==> config.mk <==
export PLATFORM = sky130hd
export DESIGN_NAME = keypad_scanner_flat
export DESIGN_NICKNAME = d
export VERILOG_FILES = /design/src/rtl/keypad_scanner_if.sv /design/src/rtl/keypad_scanner.sv /design/src/flat_wrapper.sv
export SDC_FILE = /design/constraint.sdc
export NUM_CORES = 1
export LEC_CHECK = 0
export BUFFER_PORTS_ARGS = -buffer_cell sky130_fd_sc_hd__clkbuf_2
export CAP_MARGIN = 10
export CORE_MARGIN = 2
export CORE_UTILIZATION = 60
export CTS_BUF_LIST = sky130_fd_sc_hd__clkbuf_4 sky130_fd_sc_hd__clkbuf_8
export DETAILED_ROUTE_END_ITERATION = 8
export PLACE_DENSITY = 0.75
export SLEW_MARGIN = 20
export SYNTH_ARGS = -nofsm -noshare
export SYNTH_HDL_FRONTEND = slang
export SYNTH_SLANG_ARGS = --single-unit
export TNS_END_PERCENT = 10
==> constraint.sdc <==
create_clock -name MAX10_CLK1_50 -period 15.3 [get_ports MAX10_CLK1_50]
set_input_delay 3.06 -clock MAX10_CLK1_50 [delete_from_list [all_inputs] [get_ports MAX10_CLK1_50]]
set_output_delay 3.06 -clock MAX10_CLK1_50 [all_outputs]
set_load 0.05 [all_outputs]
==> src/rtl/keypad_scanner_if.sv <==
// Keypad matrix lines plus the decoded move/select outputs handed to the game core.
// master = scanner side, slave = keypad/game side.
interface keypad_scanner_if;
  logic [3:0] col_n;
  logic [3:0] row_n;
  logic [8:0] move;
  logic       move_strobe;
  logic       select_n;
  logic       confirm_pulse;
  logic       multi_key;

  modport master (
    input  col_n,
    output row_n, move, move_strobe, select_n, confirm_pulse, multi_key
  );

  modport slave (
    output col_n,
    input  row_n, move, move_strobe, select_n, confirm_pulse, multi_key
  );
endinterface

==> src/rtl/keypad_scanner.sv <==
// 4x4 keypad row strober with frame debounce; emits a one-hot move plus '#' select/confirm.
// KEYPAD_GHOST_REJECT_EN: multi-key frames become their own code instead of resolving to the lowest key.
module keypad_scanner #(
  parameter int CLK_HZ          = 50000000,
  parameter int SCAN_HZ         = 1000,
  parameter int DEBOUNCE_FRAMES = 4
) (
  input  logic             MAX10_CLK1_50,
  input  logic             rst,
  keypad_scanner_if.master kp
);

  localparam int ROW_CYCLES = CLK_HZ / SCAN_HZ;
  localparam int CW         = (ROW_CYCLES > 2) ? $clog2(ROW_CYCLES) : 2;

  if (ROW_CYCLES < 3) begin : g_bad_rate
    $error("keypad_scanner: CLK_HZ/SCAN_HZ must be at least 3");
  end
  if (DEBOUNCE_FRAMES < 1 || DEBOUNCE_FRAMES > 15) begin : g_bad_debounce
    $error("keypad_scanner: DEBOUNCE_FRAMES must be 1..15");
  end

  localparam logic [CW-1:0] CNT_LAST_DRIVE = CW'(ROW_CYCLES - 2);
  localparam logic [3:0]    DB_MAX         = 4'(DEBOUNCE_FRAMES);

  localparam logic [0:0] S_DRIVE  = 1'b0;
  localparam logic [0:0] S_SAMPLE = 1'b1;

  localparam logic [3:0] C_NONE  = 4'd0;
  localparam logic [3:0] C_DIG1  = 4'd1;
  localparam logic [3:0] C_DIG9  = 4'd9;
  localparam logic [3:0] C_STAR  = 4'd10;
  localparam logic [3:0] C_HASH  = 4'd11;
`ifdef KEYPAD_GHOST_REJECT_EN
  localparam logic [3:0] C_MULTI = 4'd12;
`endif

  // Digits 1-9, '*' and '#'; the '0' key and column 3 are ignored.
  localparam logic [15:0] LEGAL_KEYS = 16'h5777;

  logic [3:0]    r_col_s1, r_col_s2;
  logic [0:0]    r_state;
  logic [CW-1:0] r_cnt;
  logic [1:0]    r_row;
  logic [15:0]   r_frame;
  logic          r_frame_done;

  logic [3:0]    r_prev_code, r_db_cnt, r_acc_code;
  logic [8:0]    r_move;
  logic          r_move_strobe, r_select_n, r_confirm, r_multi;

  logic [15:0]   w_closed;
  logic [3:0]    w_nkeys, w_first, w_first_code, w_code, w_db_next;
  logic          w_accept;

  always_ff @(posedge MAX10_CLK1_50) begin
    if (!rst) begin
      r_col_s1     <= 4'b1111;
      r_col_s2     <= 4'b1111;
      r_state      <= S_DRIVE;
      r_cnt        <= '0;
      r_row        <= 2'd0;
      r_frame      <= 16'hFFFF;
      r_frame_done <= 1'b0;
    end else begin
      r_col_s1     <= kp.col_n;
      r_col_s2     <= r_col_s1;
      r_frame_done <= 1'b0;
      case (r_state)
        S_DRIVE: begin
          r_cnt <= r_cnt + 1'b1;
          if (r_cnt == CNT_LAST_DRIVE) r_state <= S_SAMPLE;
        end
        default: begin
          r_frame[{r_row, 2'b00} +: 4] <= r_col_s2;
          r_frame_done <= (r_row == 2'd3);
          r_row        <= r_row + 2'd1;
          r_cnt        <= '0;
          r_state      <= S_DRIVE;
        end
      endcase
    end
  end

  always_comb begin
    w_closed = ~r_frame & LEGAL_KEYS;
    w_nkeys  = 4'd0;
    w_first  = 4'd0;
    // Descending walk leaves the lowest row-major closed key in w_first.
    for (int i = 15; i >= 0; i--) begin
      if (w_closed[i]) begin
        w_nkeys = w_nkeys + 4'd1;
        w_first = 4'(i);
      end
    end

    if (w_first[3:2] != 2'd3)
      w_first_code = {2'b00, w_first[3:2]} * 4'd3 + {2'b00, w_first[1:0]} + 4'd1;
    else
      w_first_code = (w_first[1:0] == 2'd0) ? C_STAR : C_HASH;

    if (w_nkeys == 4'd0)
      w_code = C_NONE;
`ifdef KEYPAD_GHOST_REJECT_EN
    else if (w_nkeys > 4'd1)
      w_code = C_MULTI;
`endif
    else
      w_code = w_first_code;

    if (w_code != r_prev_code)   w_db_next = 4'd1;
    else if (r_db_cnt == DB_MAX) w_db_next = DB_MAX;
    else                         w_db_next = r_db_cnt + 4'd1;

    w_accept = (w_db_next == DB_MAX) && (w_code != r_acc_code);
  end

  always_ff @(posedge MAX10_CLK1_50) begin
    if (!rst) begin
      r_prev_code   <= C_NONE;
      r_db_cnt      <= 4'd0;
      r_acc_code    <= C_NONE;
      r_move        <= 9'd0;
      r_move_strobe <= 1'b0;
      r_select_n    <= 1'b1;
      r_confirm     <= 1'b0;
      r_multi       <= 1'b0;
    end else begin
      r_move_strobe <= 1'b0;
      r_confirm     <= 1'b0;
      if (r_frame_done) begin
        r_prev_code <= w_code;
        r_db_cnt    <= w_db_next;
        r_multi     <= (w_nkeys > 4'd1);
        if (w_accept) begin
          r_acc_code <= w_code;
          r_select_n <= 1'b1;
          if (w_code >= C_DIG1 && w_code <= C_DIG9) begin
            r_move        <= 9'd1 << (w_code - 4'd1);
            r_move_strobe <= 1'b1;
          end else if (w_code == C_STAR) begin
            r_move        <= 9'd0;
            r_move_strobe <= 1'b1;
          end else if (w_code == C_HASH) begin
            r_select_n <= 1'b0;
            r_confirm  <= 1'b1;
          end
        end
      end
    end
  end

  assign kp.row_n         = ~(4'b0001 << r_row);
  assign kp.move          = r_move;
  assign kp.move_strobe   = r_move_strobe;
  assign kp.select_n      = r_select_n;
  assign kp.confirm_pulse = r_confirm;
  assign kp.multi_key     = r_multi;

endmodule

==> src/flat_wrapper.sv <==
// flat-port wrapper written by rule: the top's interface ports become plain ports
module keypad_scanner_flat 
#(
  parameter int CLK_HZ          = 50000000,
  parameter int SCAN_HZ         = 1000,
  parameter int DEBOUNCE_FRAMES = 4
)
  (MAX10_CLK1_50, rst, kp_col_n, kp_row_n, kp_move, kp_move_strobe, kp_select_n, kp_confirm_pulse, kp_multi_key);
  keypad_scanner_if kp_i ();
  input  logic MAX10_CLK1_50;
  input  logic rst;
  input wire logic [$bits(kp_i.col_n)-1:0] kp_col_n;
  output wire logic [$bits(kp_i.row_n)-1:0] kp_row_n;
  output wire logic [$bits(kp_i.move)-1:0] kp_move;
  output wire logic [$bits(kp_i.move_strobe)-1:0] kp_move_strobe;
  output wire logic [$bits(kp_i.select_n)-1:0] kp_select_n;
  output wire logic [$bits(kp_i.confirm_pulse)-1:0] kp_confirm_pulse;
  output wire logic [$bits(kp_i.multi_key)-1:0] kp_multi_key;
  assign kp_i.col_n = kp_col_n;
  assign kp_row_n = kp_i.row_n;
  assign kp_move = kp_i.move;
  assign kp_move_strobe = kp_i.move_strobe;
  assign kp_select_n = kp_i.select_n;
  assign kp_confirm_pulse = kp_i.confirm_pulse;
  assign kp_multi_key = kp_i.multi_key;
  keypad_scanner #(.CLK_HZ(CLK_HZ), .SCAN_HZ(SCAN_HZ), .DEBOUNCE_FRAMES(DEBOUNCE_FRAMES)) u_core (.MAX10_CLK1_50(MAX10_CLK1_50), .rst(rst), .kp(kp_i));
endmodule
==> run summary <==
outcome: finished, final reports clean
Fmax achieved: 0.126 GHz
postcts setup bufs: 0
DP Area: 0.00406 mm²
setup tns final: 0 ns
Clock Sinks: 62
clock latency on the worst-skew pair: 0.34 ns
remaining global-route overflow: 0
max-slew violation count: 0
Via Count: 3136
largest cells by area after synthesis: dfxtp_1, ha_1, xnor2_1
Fin Hold WS: 0.406 ns
Hold Path Class: reg -> reg
CP max FO: 12
pre-CTS setup slack: 7.43 ns
Synth top area share: 31.5%
vias in the first global route: 2970
Pwr per Cell Area: 79.8 mW/mm²
Residual DRC: 0
Synth area leader: dfxtp_1
clock-pin transition on the worst setup and hold timing paths: 0.06 ns
CP arrival: 8.22 ns
post-layout util: 67.7%
CP max stage cell: a211o_1
Final period util: 52.0%
hold endpoint: u_core.r_col_s2[0]
TritonCTS clock tree: yes
Synth cell types: 61
Worst-Margin Slew: 0.647 ns
largest net degree at the start of global routing: 36
worst setup slack after layout: 7.34 ns
minimum clock period: 7.96 ns
Port Buffers: 21
CTS resizes: 0
flop2flop setup slack: 7.34 ns
R2R cell count: 34
Design Area, Final: 0.00430 mm²
Die Span X: 85.1 µm
wire per inst: 13.5 µm
crit path launch type: flip-flop
Hold Path Origin: u_core.r_col_s1[0]
CP dominant cell by count: ha_1
Clock Tree Root: clkbuf_8
reg-to-reg startpoint: u_core.r_frame[12]
hold path cells: 1
RSZ-0062 raised after global routing: no
DRT Wirelength: 7440 µm
detailed placer's ending HPWL: 5420 µm
Post-synth EDFFs: 0
Leakage: 1.90 nW
die height: 85.1 µm
share of cells above drive strength 1: 10.1%
GRT Total Usage: 22.0%
Max-cap violations: 0
Final ANT Viol Nets: 0
nets: 502
Die ar.: 0.00724 mm²
Core Area: 0.00635 mm²
worst vdd ir: 0.0000751 V
Row Count: 29
Area Growth Syn to Fin: 8.97%
clk_skew: 0.00898 ns
Cell Area, Synth: 0.00395 mm²
Final Hold Vio Count: 0
initial antenna violation count: 0
clock buffer depth: 2
diode count: 0
routability cong.: 0.786
#FFs+latches synth: 62
worst reg2reg endpoint: u_core.r_acc_code[1]
Worst EP required: 15.56 ns
DRT Pass-1 Iters: 4
Initial Util: 62.1%
ys flop type: dfxtp_1
Post-CTS Hold Buffers: 0
routed vias/inst: 5.70
syn nets: 492
Synth Instances: 459
IO Count: 23
Detailed Route Iter0 Violations: 165
CTS buffer count: 9
slew margin rel.: 56.9%
critical path class: reg -> reg
post-synthesis async set-or-reset flop share: 0%
CP peak stage delay: 0.47 ns
syn avg cell area: 8.60 µm²
synth warn: 0
sequential area share after synthesis: 31.5%
CTS H-tree lvls: 3
Crit. End Element: flip-flop
final setup violation count: 0
first-pass GRT wire length: 13100 µm
[cells by family (layout without fill, tap and decap cells)]
kind of cell,Yosys count,in the layout,share of synthesized area (%)
muxes,12,12,3.11
DFF,62,62,31.5
adders and majority gates,27,27,8.94
xor gates and xnor gates,46,46,13.2
AOI/OAI and AO/OA,83,83,14.1
and+or+nand+nor,184,184,24.8
buffers and inverters,45,59,4.41
[power by group]
part / switching, mW / internal [mW] / total [mW] / leakage (nW)
registers: 0.00143 / 0.163 / 0.164 / 0.502
logic: 0.00387 / 0.00208 / 0.00596 / 1.27
clock network: 0.0594 / 0.113 / 0.173 / 0.123
[worst max-delay path: cells and delay by family (launching register included)]
kind                     cells  cell delay, ns
AND/OR/NAND/NOR              8            1.19
AO/OA/AOI/OAI                8            2.08
buffers and inverters        4            0.24
multiplexers                 3            0.78
XOR/XNOR                     2            0.68
flip-flops                   1            0.38
adder cells (fa/ha/maj)      9            2.52
[per-stage QoR]
| step | std cells | total power [mW] |
|---|---|---|
| floorplan | 459 | 0.172 |
| global placement | 535 | 0.174 |
| detailed placement | 535 | 0.174 |
| CTS | 550 | 0.346 |
| global route | 550 | 0.355 |
| finish | 550 | 0.343 |
[state kept, by name, indices dropped and copies added (netlist names)]
| signal | cells |
|---|---|
| u_core.r_frame_done | 1 |
| u_core.kp.multi_key | 1 |
| u_core.r_cnt | 16 |
| u_core.r_prev_code | 4 |
| u_core.r_state | 1 |
| u_core.r_db_cnt | 4 |
| u_core.r_col_s1 | 3 |
| u_core.kp.confirm_pulse | 1 |
| u_core.kp.move_strobe | 1 |
| u_core.kp.select_n | 1 |
| u_core.kp.move | 9 |
| u_core.r_row | 2 |
| u_core.r_acc_code | 4 |
| u_core.r_col_s2 | 3 |
| u_core.r_frame | 11 |
[cell usage in the layout, fill, tap and decap left out, types with 21 or more instances in the layout]
cell type  netlist  final
a21oi_1         27     27
inv_1           23     23
nand3_1         30     30
clkbuf_2         0     21
ha_1            25     25
dfxtp_1         62     62
nor2_1          29     29
xnor2_1         23     23
nand2_1         45     45
[routing by layer]
layer  wire length, µm  GRT usage [%]  part of all wire [%]  vias up
met5                 0              0                     0        -
met4                97           7.50                   1.3        0
met3               266           3.60                   3.6        7
met2              3520           36.1                    47       49
met1              3550           29.5                    48     1458
li1                  -              -                     -     1622
[synthesized netlist by cell type (4+ instances only)]
cell,number
xnor2_1,23
o21ai_0,17
inv_1,23
nand4_1,6
nand3_1,30
and2_1,7
or3_1,5
a31oi_1,5
nand2b_1,17
a21oi_1,27
mux2i_1,10
nor4b_1,7
xor2_1,14
nor2_1,29
o211ai_1,4
a221o_1,4
nand2_1,45
nor3b_1,4
and3_1,4
nor2b_1,13
clkbuf_1,20
ha_1,25
dfxtp_1,62
[how the worst max path moves through the flow]
| stage | startpoint | slack, ns | cells after the start | to |
|---|---|---|---|---|
| floorplan | u_core.r_frame[12] | 8.49 | 35 | u_core.kp.move_strobe |
| CTS | u_core.r_frame[12] | 7.37 | 34 | u_core.r_acc_code[1] |
| finish | u_core.r_frame[12] | 7.34 | 34 | u_core.r_acc_code[1] |
| global route | u_core.r_frame[12] | 6.69 | 33 | u_core.r_acc_code[1] |
| detailed placement | u_core.r_frame[12] | 7.43 | 34 | u_core.r_acc_code[1] |
| global placement | u_core.r_frame[12] | 7.68 | 34 | u_core.r_acc_code[2] |
[area by class of cell]
class	instances	area, µm²
clock buffer	11	145
clock inverter	4	95.1
fill	520	2050
inverter	23	86.3
multi-input combinational	352	2530
sequential	62	1240
tap	77	96.3
timing repair buffer	21	105
Note: power is estimated with default switching activity, not from simulation.
